--- config.mk ---
export PLATFORM = sky130hd
export DESIGN_NAME = bcd_step_driver
export DESIGN_NICKNAME = d
export VERILOG_FILES = /design/src/rtl/bcd_step_driver_pkg.sv /design/src/rtl/bcd_pace_timer.sv /design/src/rtl/bcd_step_driver.sv
export SDC_FILE = /design/constraint.sdc
export NUM_CORES = 1
export LEC_CHECK = 0
export CORE_MARGIN = 2
export CORE_UTILIZATION = 50
export DETAILED_ROUTE_END_ITERATION = 10
export PLACE_DENSITY = 0.87
export REMOVE_ABC_BUFFERS = 1
export SYNTH_ARGS = -nofsm -noshare
export SYNTH_HDL_FRONTEND = slang
export SYNTH_SLANG_ARGS = --single-unit
--- constraint.sdc ---
create_clock -name clock_clk_in -period 3.1 [get_ports clock_clk_in]
set_input_delay 0.465 -clock clock_clk_in [delete_from_list [all_inputs] [get_ports clock_clk_in]]
set_output_delay 0.465 -clock clock_clk_in [all_outputs]
set_load 0.03 [all_outputs]
--- src/rtl/bcd_step_driver_pkg.sv ---
// Shared definitions for the BCD step driver: FSM states, BCD digit limit,
// pulse limit used by the optional BCD_STEP_TIMEOUT_EN check, and BCD helpers.
package bcd_step_driver_pkg;

  typedef enum logic {
    ST_IDLE = 1'b0,
    ST_STEP = 1'b1
  } state_t;

  localparam logic [3:0] BCD_DIGIT_MAX = 4'd9;
  localparam logic [7:0] PULSE_LIMIT   = 8'd99;

  function automatic logic is_bcd8(input logic [7:0] v);
    return (v[7:4] <= BCD_DIGIT_MAX) && (v[3:0] <= BCD_DIGIT_MAX);
  endfunction

  // Packed BCD orders the same as plain unsigned binary, so a byte compare suffices.
  function automatic logic in_range8(input logic [7:0] v, input logic [7:0] lo,
                                     input logic [7:0] hi);
    return (v >= lo) && (v <= hi);
  endfunction

endpackage

--- src/rtl/bcd_pace_timer.sv ---
// Loadable down-counter that spaces step pulses; zero flags "compare allowed".
module bcd_pace_timer #(
  parameter int STEP_DIV = 4
) (
  input  logic clock_clk_in,
  input  logic reset_rst_n_in,
  input  logic load,
  input  logic clr,
  output logic zero
);

  localparam int          W      = $clog2(STEP_DIV);
  localparam logic [W-1:0] RELOAD = W'(STEP_DIV - 1);

  logic [W-1:0] pace;

  always_ff @(posedge clock_clk_in or negedge reset_rst_n_in) begin
    if (!reset_rst_n_in) begin
      pace <= '0;
    end else if (clr) begin
      pace <= '0;
    end else if (load) begin
      pace <= RELOAD;
    end else if (pace != '0) begin
      pace <= pace - W'(1);
    end
  end

  assign zero = (pace == '0);

endmodule

--- src/rtl/bcd_step_driver.sv ---
// Drives paced up/down pulses into a BCD counter until it matches an accepted setpoint.
// Optional BCD_STEP_TIMEOUT_EN: give up with err_o instead of issuing a 100th pulse.
module bcd_step_driver
  import bcd_step_driver_pkg::*;
#(
  parameter int         STEP_DIV = 4,
  parameter logic [7:0] MIN_BCD  = 8'h00,
  parameter logic [7:0] MAX_BCD  = 8'h99
) (
  input  logic       clock_clk_in,
  input  logic       reset_rst_n_in,
  input  logic       target_valid_in,
  input  logic [7:0] target_bcd_in,
  output logic       target_ready_o,
  input  logic [7:0] count_bcd_in,
  input  logic       abort_in,
  output logic       up_o,
  output logic       down_o,
  output logic       busy_o,
  output logic       done_o,
  output logic       err_o
);

  state_t     state;
  logic [7:0] target;
  logic       accept;
  logic       tgt_ok;
  logic       pace_zero;
  logic       cmp_en;
  logic       cnt_ok;
  logic       need_up;
  logic       need_dn;
  logic       limit_hit;
  logic       issue;

  assign accept  = target_valid_in & target_ready_o;
  assign tgt_ok  = is_bcd8(target_bcd_in) && in_range8(target_bcd_in, MIN_BCD, MAX_BCD);
  assign cmp_en  = (state == ST_STEP) && pace_zero && !abort_in;
  assign cnt_ok  = is_bcd8(count_bcd_in);
  assign need_up = count_bcd_in < target;
  assign need_dn = count_bcd_in > target;
  assign issue   = cmp_en && cnt_ok && (need_up || need_dn) && !limit_hit;

  // Clearing on accept guarantees a fresh run compares on its first STEP cycle,
  // even if an abort left the timer mid-count.
  bcd_pace_timer #(
    .STEP_DIV (STEP_DIV)
  ) u_pace (
    .clock_clk_in   (clock_clk_in),
    .reset_rst_n_in (reset_rst_n_in),
    .load           (issue),
    .clr            (accept),
    .zero           (pace_zero)
  );

`ifdef BCD_STEP_TIMEOUT_EN
  logic [7:0] pulse_cnt;

  always_ff @(posedge clock_clk_in or negedge reset_rst_n_in) begin
    if (!reset_rst_n_in) begin
      pulse_cnt <= '0;
    end else if (accept) begin
      pulse_cnt <= '0;
    end else if (issue) begin
      pulse_cnt <= pulse_cnt + 8'd1;
    end
  end

  assign limit_hit = (pulse_cnt == PULSE_LIMIT);
`else
  assign limit_hit = 1'b0;
`endif

  always_ff @(posedge clock_clk_in) begin
    if (accept && tgt_ok) begin
      target <= target_bcd_in;
    end
  end

  always_ff @(posedge clock_clk_in or negedge reset_rst_n_in) begin
    if (!reset_rst_n_in) begin
      state          <= ST_IDLE;
      target_ready_o <= 1'b1;
      busy_o         <= 1'b0;
      up_o           <= 1'b0;
      down_o         <= 1'b0;
      done_o         <= 1'b0;
      err_o          <= 1'b0;
    end else begin
      up_o   <= 1'b0;
      down_o <= 1'b0;
      done_o <= 1'b0;
      err_o  <= 1'b0;
      case (state)
        ST_IDLE: begin
          if (accept) begin
            if (tgt_ok) begin
              state          <= ST_STEP;
              target_ready_o <= 1'b0;
              busy_o         <= 1'b1;
            end else begin
              err_o <= 1'b1;
            end
          end
        end
        ST_STEP: begin
          if (abort_in) begin
            state          <= ST_IDLE;
            target_ready_o <= 1'b1;
            busy_o         <= 1'b0;
          end else if (cmp_en) begin
            if (!cnt_ok || limit_hit || (!need_up && !need_dn)) begin
              state          <= ST_IDLE;
              target_ready_o <= 1'b1;
              busy_o         <= 1'b0;
              err_o          <= !cnt_ok || (limit_hit && (need_up || need_dn));
              done_o         <= cnt_ok && !need_up && !need_dn;
            end else begin
              up_o   <= need_up;
              down_o <= need_dn;
            end
          end
        end
        default: begin
          state <= ST_IDLE;
        end
      endcase
    end
  end

endmodule

==> results of run 1 <==
==> stage by stage <==
stage | std cells | setup slack (ns) | power (mW) | cell area (sq um) | hold slack, ns
floorplan | 84 | 1.47 | 0.354 | 928 | 0.169
finish | 138 | 1.09 | 0.514 | 1240 | 0.445
global route | 138 | 1.03 | 0.552 | 1240 | 0.478
CTS | 138 | 1.09 | 0.520 | 1240 | 0.459
detailed placement | 134 | 0.889 | 0.405 | 1210 | 0.525
global placement | 134 | 0.948 | 0.397 | 1210 | 0.503
==> Yosys cell counts (all sizes together), types with 2 or more instances <==
cell type,number,area (sq um)
a211oi,2,15.0
a21oi,3,15.0
a311oi,3,32.5
and4,2,18.8
dfrtp,8,200
edfxtp,8,240
ha,9,113
inv,15,56.3
nand2,5,21.3
nor2,4,15.0
o21a,3,23.8
o21ai,4,20.0
or3,2,12.5
==> per-layer routing <==
layer | wire length (um) | part of all wire | up-vias | global-route usage
li1 | - | - | 363 | -
met3 | 149 | 0.089 | 2 | 0.0500
met4 | 9 | 0.0054 | 0 | 0.0500
met1 | 645 | 0.38 | 354 | 0.212
met5 | 0 | 0 | - | 0
met2 | 872 | 0.52 | 39 | 0.334
==> sequential cells by signal (all words and copies together) (netlist names) <==
name            flops
down_o              1
u_pace.pace         2
state               1
target              8
target_ready_o      1
done_o              1
err_o               1
busy_o              1
up_o                1
==> kinds of logic after synthesis <==
family,Yosys count,share of synthesized area
and+or+nand+nor,18,0.106
adders and majority gates,9,0.121
AOI/OAI and AO/OA,23,0.189
buffers and inverters,15,0.0606
muxes,1,0.0108
xor gates and xnor gates,1,0.00944
DFF,17,0.503
==> power breakdown <==
part | internal [mW] | leakage (nW) | switching, mW
logic | 0.0670 | 0.329 | 0.0738
clock network | 0.0480 | 0.0177 | 0.0673
registers | 0.251 | 0.184 | 0.00636
==> how the worst max path moves through the flow <==
stage | startpoint | endpoint | slack [ns] | cells past startpoint
2_1_floorplan | count_bcd_in[1] | target_ready_o | 1.47 | 5
3_3_place_gp | count_bcd_in[1] | target_ready_o | 0.95 | 6
3_5_place_dp | count_bcd_in[7] | busy_o | 0.89 | 6
4_1_cts | target_ready_o | target_ready_o | 1.09 | 1
5_1_grt | target_ready_o | target_ready_o | 1.03 | 1
6_report | target_ready_o | target_ready_o | 1.09 | 1
==> layout make-up <==
type                    instances  area [sq um]  share of cell area
clock buffers                   3          22.5              0.0182
well taps                      25          31.3              0.0253
inverters                      15          56.3              0.0455
flip-flops and latches         17           467               0.377
multi-input cells              52           405               0.328
clock inverters                 1          5.00             0.00404
repair buffers                 25           250               0.202
==> impl_metrics.toml, run 1 <==
[outcome]
status = "complete, no violations"

[sta]
setup_tns_ns = 0
slew_headroom = 0.601
post-route-period-util = 0.647
hold_viol_final = 0
max_freq_mhz = 499
rsz0062_at_grt = "false"
slew_violations = 0
fin_worst_skew_ns = 0.00447
setup_violations = 0
period_needed_ns = 2.01
worst_pin_slew_ns = 0.596

[worst_setup_path]
cp.buffers_inverters = 1
cp_max_fo = 5
critPathMaxStageDelay_ns = 0.67
critical_path_arrival_ns = 1.54
path_class = "reg2out"
crit_required_ns = 2.63
path_delay_family = "buffers and inverters"
rr_worst_depth = 6
rr_startpoint = "target[1]"
r2r_slack_ns = 1.46
startpoint_type = "flop"
crit_chain = "clkdlybuf4s50_1"
worst_path_max_delay_cell = "clkdlybuf4s50_1"
reg2reg_to = "target_ready_o"
end_kind = "primary output"

[logic_synthesis]
synth-async-reset-ratio = 0.529
yosys_warnings = 0
synthesis.area_sq_um = 928
yosysSeqAreaShare = 0.503
synth.ff_latch_count = 17
netlist_instances = 84
synth.distinct_cells = 34
syn_avg_cell_area_sq_um = 11.1
synth_edf_count = 8
ys.flop_type = "edfxtp_1"

[clocking]
clock_path_buffers = 2
ctsResizeCount = 0
cts_buffers = 3
clkTransAtPathRegs_ns = 0.10
cts_max_level = 1
cts-root-buf = "clkbuf_4"
insertion_delay_ns = 0.29
cts_tree = "built"
hold_buffers = 0
post_cts_buffers = 0
cts_sinks = 17

[finish]
nFillCells = 135
nNetsFinal = 143
layout-drive-gt1-share = 0.106
antennaDiodeCount = 0
final_cell_mix = "25 x clkdlybuf4s50_1, 15 x inv_1, 9 x ha_1, 8 x dfrtp_1, 8 x edfxtp_1"
synthToLayoutAreaGrowth_pct = 33.3
finish.utilization = 0.709
final_common_cell = "clkdlybuf4s50_1"

[run]
drv_cap = 0

[pwr]
peakVddDrop_v = 0.000255
power_leakage_nw = 0.531
p_per_area_nw_per_um2 = 415

[die]
dieWidth_um = 47.1
num_rows = 15
core-area_sq_um = 1750
die_area_sq_um = 2220
start_util = 0.532
ios = 26
die_h_um = 47.1

[hold_path]
worstHoldPathType = "in2async"

[placement]
dp_hpwl_um = 1430
place_congestion = 0.853
io_buffers = 25

[drt]
routed_wl_um = 1680
drcViolationCount = 0
avgViaCountPerCell = 5.49
wl_per_cell_um = 12.2
dr.pass1.iters = 4
ant_nets = 0
dr.first_iter.drc_count = 16
vias = 758

[global_route]
grt_start_max_net_pins = 11
overflow = 0
grt_pass1_wl_um = 2810
track_usage = 0.184
antenna_found_initial = 0
grt_pass1_vias = 705
No activity file was read; power rests on OpenSTA's default activity.
==> inputs of run 2 (changes only) <==
--- a/config.mk
+++ b/config.mk
@@ -6,9 +6,9 @@
 export NUM_CORES = 1
 export LEC_CHECK = 0
 export CORE_MARGIN = 2
-export CORE_UTILIZATION = 50
+export CORE_UTILIZATION = 42
 export DETAILED_ROUTE_END_ITERATION = 10
-export PLACE_DENSITY = 0.87
+export PLACE_DENSITY = 0.78
 export REMOVE_ABC_BUFFERS = 1
 export SYNTH_ARGS = -nofsm -noshare
 export SYNTH_HDL_FRONTEND = slang
==> constraint.sdc (replaced) <==
create_clock -name clock_clk_in -period 1.7 [get_ports clock_clk_in]
set_input_delay 0.255 -clock clock_clk_in [delete_from_list [all_inputs] [get_ports clock_clk_in]]
set_output_delay 0.255 -clock clock_clk_in [all_outputs]
set_load 0.03 [all_outputs]
==> impl_metrics.toml, run 2 (synthesis results as in run 1) <==
[placement]
dp_hpwl_um = 1550
placed_cells = 143
place_congestion = 0.831
io_buffers = 25

[sta]
fin_worst_skew_ns = 0.00115
slew_headroom = 0.732
period_needed_ns = 1.73
rsz0062_at_grt = "true"
setup_slack_ns = -0.0303
max_freq_mhz = 578
post-route-period-util = 1.02
setup_violations = 1
worst_pin_slew_ns = 0.401
hold_viol_final = 0
slew_violations = 0

[worst_setup_path]
critical_path_arrival_ns = 1.95
cp_max_fo = 4
rr_startpoint = "target[1]"
worstSetupStartpoint = "count_bcd_in[1]"
r2r_slack_ns = -0.02
crit_end = "target_ready_o"
rr_worst_depth = 6
startpoint_type = "primary input"
end_kind = "flop"
path_class = "in2reg"
reg2reg_to = "target_ready_o"
crit_required_ns = 1.92

[pwr]
pwr-share-comb = 0.305
swShare = 0.295
p_int_uw = 689
p_sw_uw = 288
clkPwrFrac = 0.214
peakVddDrop_v = 0.000586
p_per_area_nw_per_um2 = 720
power_leakage_nw = 0.587
seqPwrFrac = 0.480

[outcome]
violations = "setup timing"
status = "finished, violations left"

[drt]
routed_wl_um = 2060
drcViolationCount = 0
ant_nets = 0
avgViaCountPerCell = 5.19
dr.pass1.iters = 4
dr.first_iter.drc_count = 12
vias = 768
wl_per_cell_um = 13.9

[finish]
nFillCells = 170
top_register = "target"
stdcell_count = 148
layout-drive-gt1-share = 0.192
antennaDiodeCount = 0
regArea_sq_um = 467
multi_input_area_sq_um = 469
final_common_cell = "clkdlybuf4s50_1"
finish.utilization = 0.632
nNetsFinal = 150
top_regs = "target (8), u_pace.pace (2)"
final_cell_mix = "23 x clkdlybuf4s50_1, 15 x inv_1, 8 x dfrtp_1, 8 x edfxtp_1"
largest_register_ffs = 8
synthToLayoutAreaGrowth_pct = 46.2

[hold_path]
worstHoldPathType = "in2async"

[die]
dieWidth_um = 51.0
num_rows = 17
die_h_um = 51.0
ios = 26
die_area_sq_um = 2600
start_util = 0.432
core-area_sq_um = 2150

[run]
drv_cap = 0

[clocking]
cts_sinks = 17
cts_max_level = 1
clock_path_buffers = 2
clkTransAtPathRegs_ns = 0.09
cts_tree = "built"
cts-root-buf = "clkbuf_4"
hold_buffers = 0
insertion_delay_ns = 0.28
cts_buffers = 3

[global_route]
grt_pass1_vias = 772
antenna_found_initial = 0
grt_start_max_net_pins = 10
track_usage = 0.164
grt_pass1_wl_um = 3150
overflow = 0
## run 2: changes by cell type in the layout (fill, tap and decap cells not counted), moves of 2 or more
cell	previous run	this run
ha_1	9	7
clkdlybuf4s50_1	25	23
ha_4	0	2
buf_4	0	7
## run 2: worst min-delay path by stage
stage	cells after the start	slack (ns)	to	start
final	1	0.26	down_o	reset_rst_n_in
after global routing	1	0.29	done_o	reset_rst_n_in
after floorplan	0	-0.04	busy_o	reset_rst_n_in
after CTS	1	0.26	down_o	reset_rst_n_in
after global placement	1	0.51	err_o	state
after detailed placement	2	0.52	busy_o	busy_o
## run 2: what timing repair did
| action | CTS | global route |
|---|---|---|
| pin swaps | 0 | 5 |
| endpoints found under the setup margin | 1 | 3 |
| resized for setup | 1 | 9 |
| setup buffers | 0 | 1 |
## run 2: critical path, stage by stage
cell and delay [ns]:
clkdlybuf4s50_1 0.51, ha_1 0.26, nor2b_4 0.14, o211ai_4 0.26, a311oi_4 0.14, o32a_1 0.37
## run 2: layout make-up
class                      instances  area share
multi-input combinational         52       0.346
sequential                        17       0.344
timing repair buffer              32       0.224
inverter                          15      0.0415
tap                               28      0.0258
clock buffer                       4      0.0194
## run 2: per-stage QoR
step | hold WS (ns) | power [mW] | worst slack (ns) | area, sq um | setup TNS, ns
after floorplan | -0.0406 | 0.645 | 0.207 | 928 | 0
after global placement | 0.506 | 0.732 | -0.292 | 1260 | -1.34
after detailed placement | 0.521 | 0.754 | -0.280 | 1260 | -1.41
after CTS | 0.263 | 0.963 | 0.0151 | 1280 | 0
after global routing | 0.287 | 1.03 | -0.0804 | 1360 | -0.143
final | 0.256 | 0.977 | -0.0303 | 1360 | -0.0303
## run 2: power by group through the flow
stage / logic [mW] / clock network [mW] / registers [mW]
final: 0.298 / 0.209 / 0.469
after global routing: 0.332 / 0.233 / 0.471
after CTS: 0.278 / 0.216 / 0.469
after detailed placement: 0.276 / 0 / 0.478
after global placement: 0.256 / 0 / 0.476
after floorplan: 0.169 / 0 / 0.476
## run 2: per-layer routing
metal  up-vias  GRT usage  share of wire  routed length (um)
met5         -          0              0                   0
met4         0      0.113          0.040                  82
met3         8     0.0322          0.040                  82
met2        26      0.288           0.50                1020
met1       354      0.175           0.42                 875
li1        380          -              -                   -
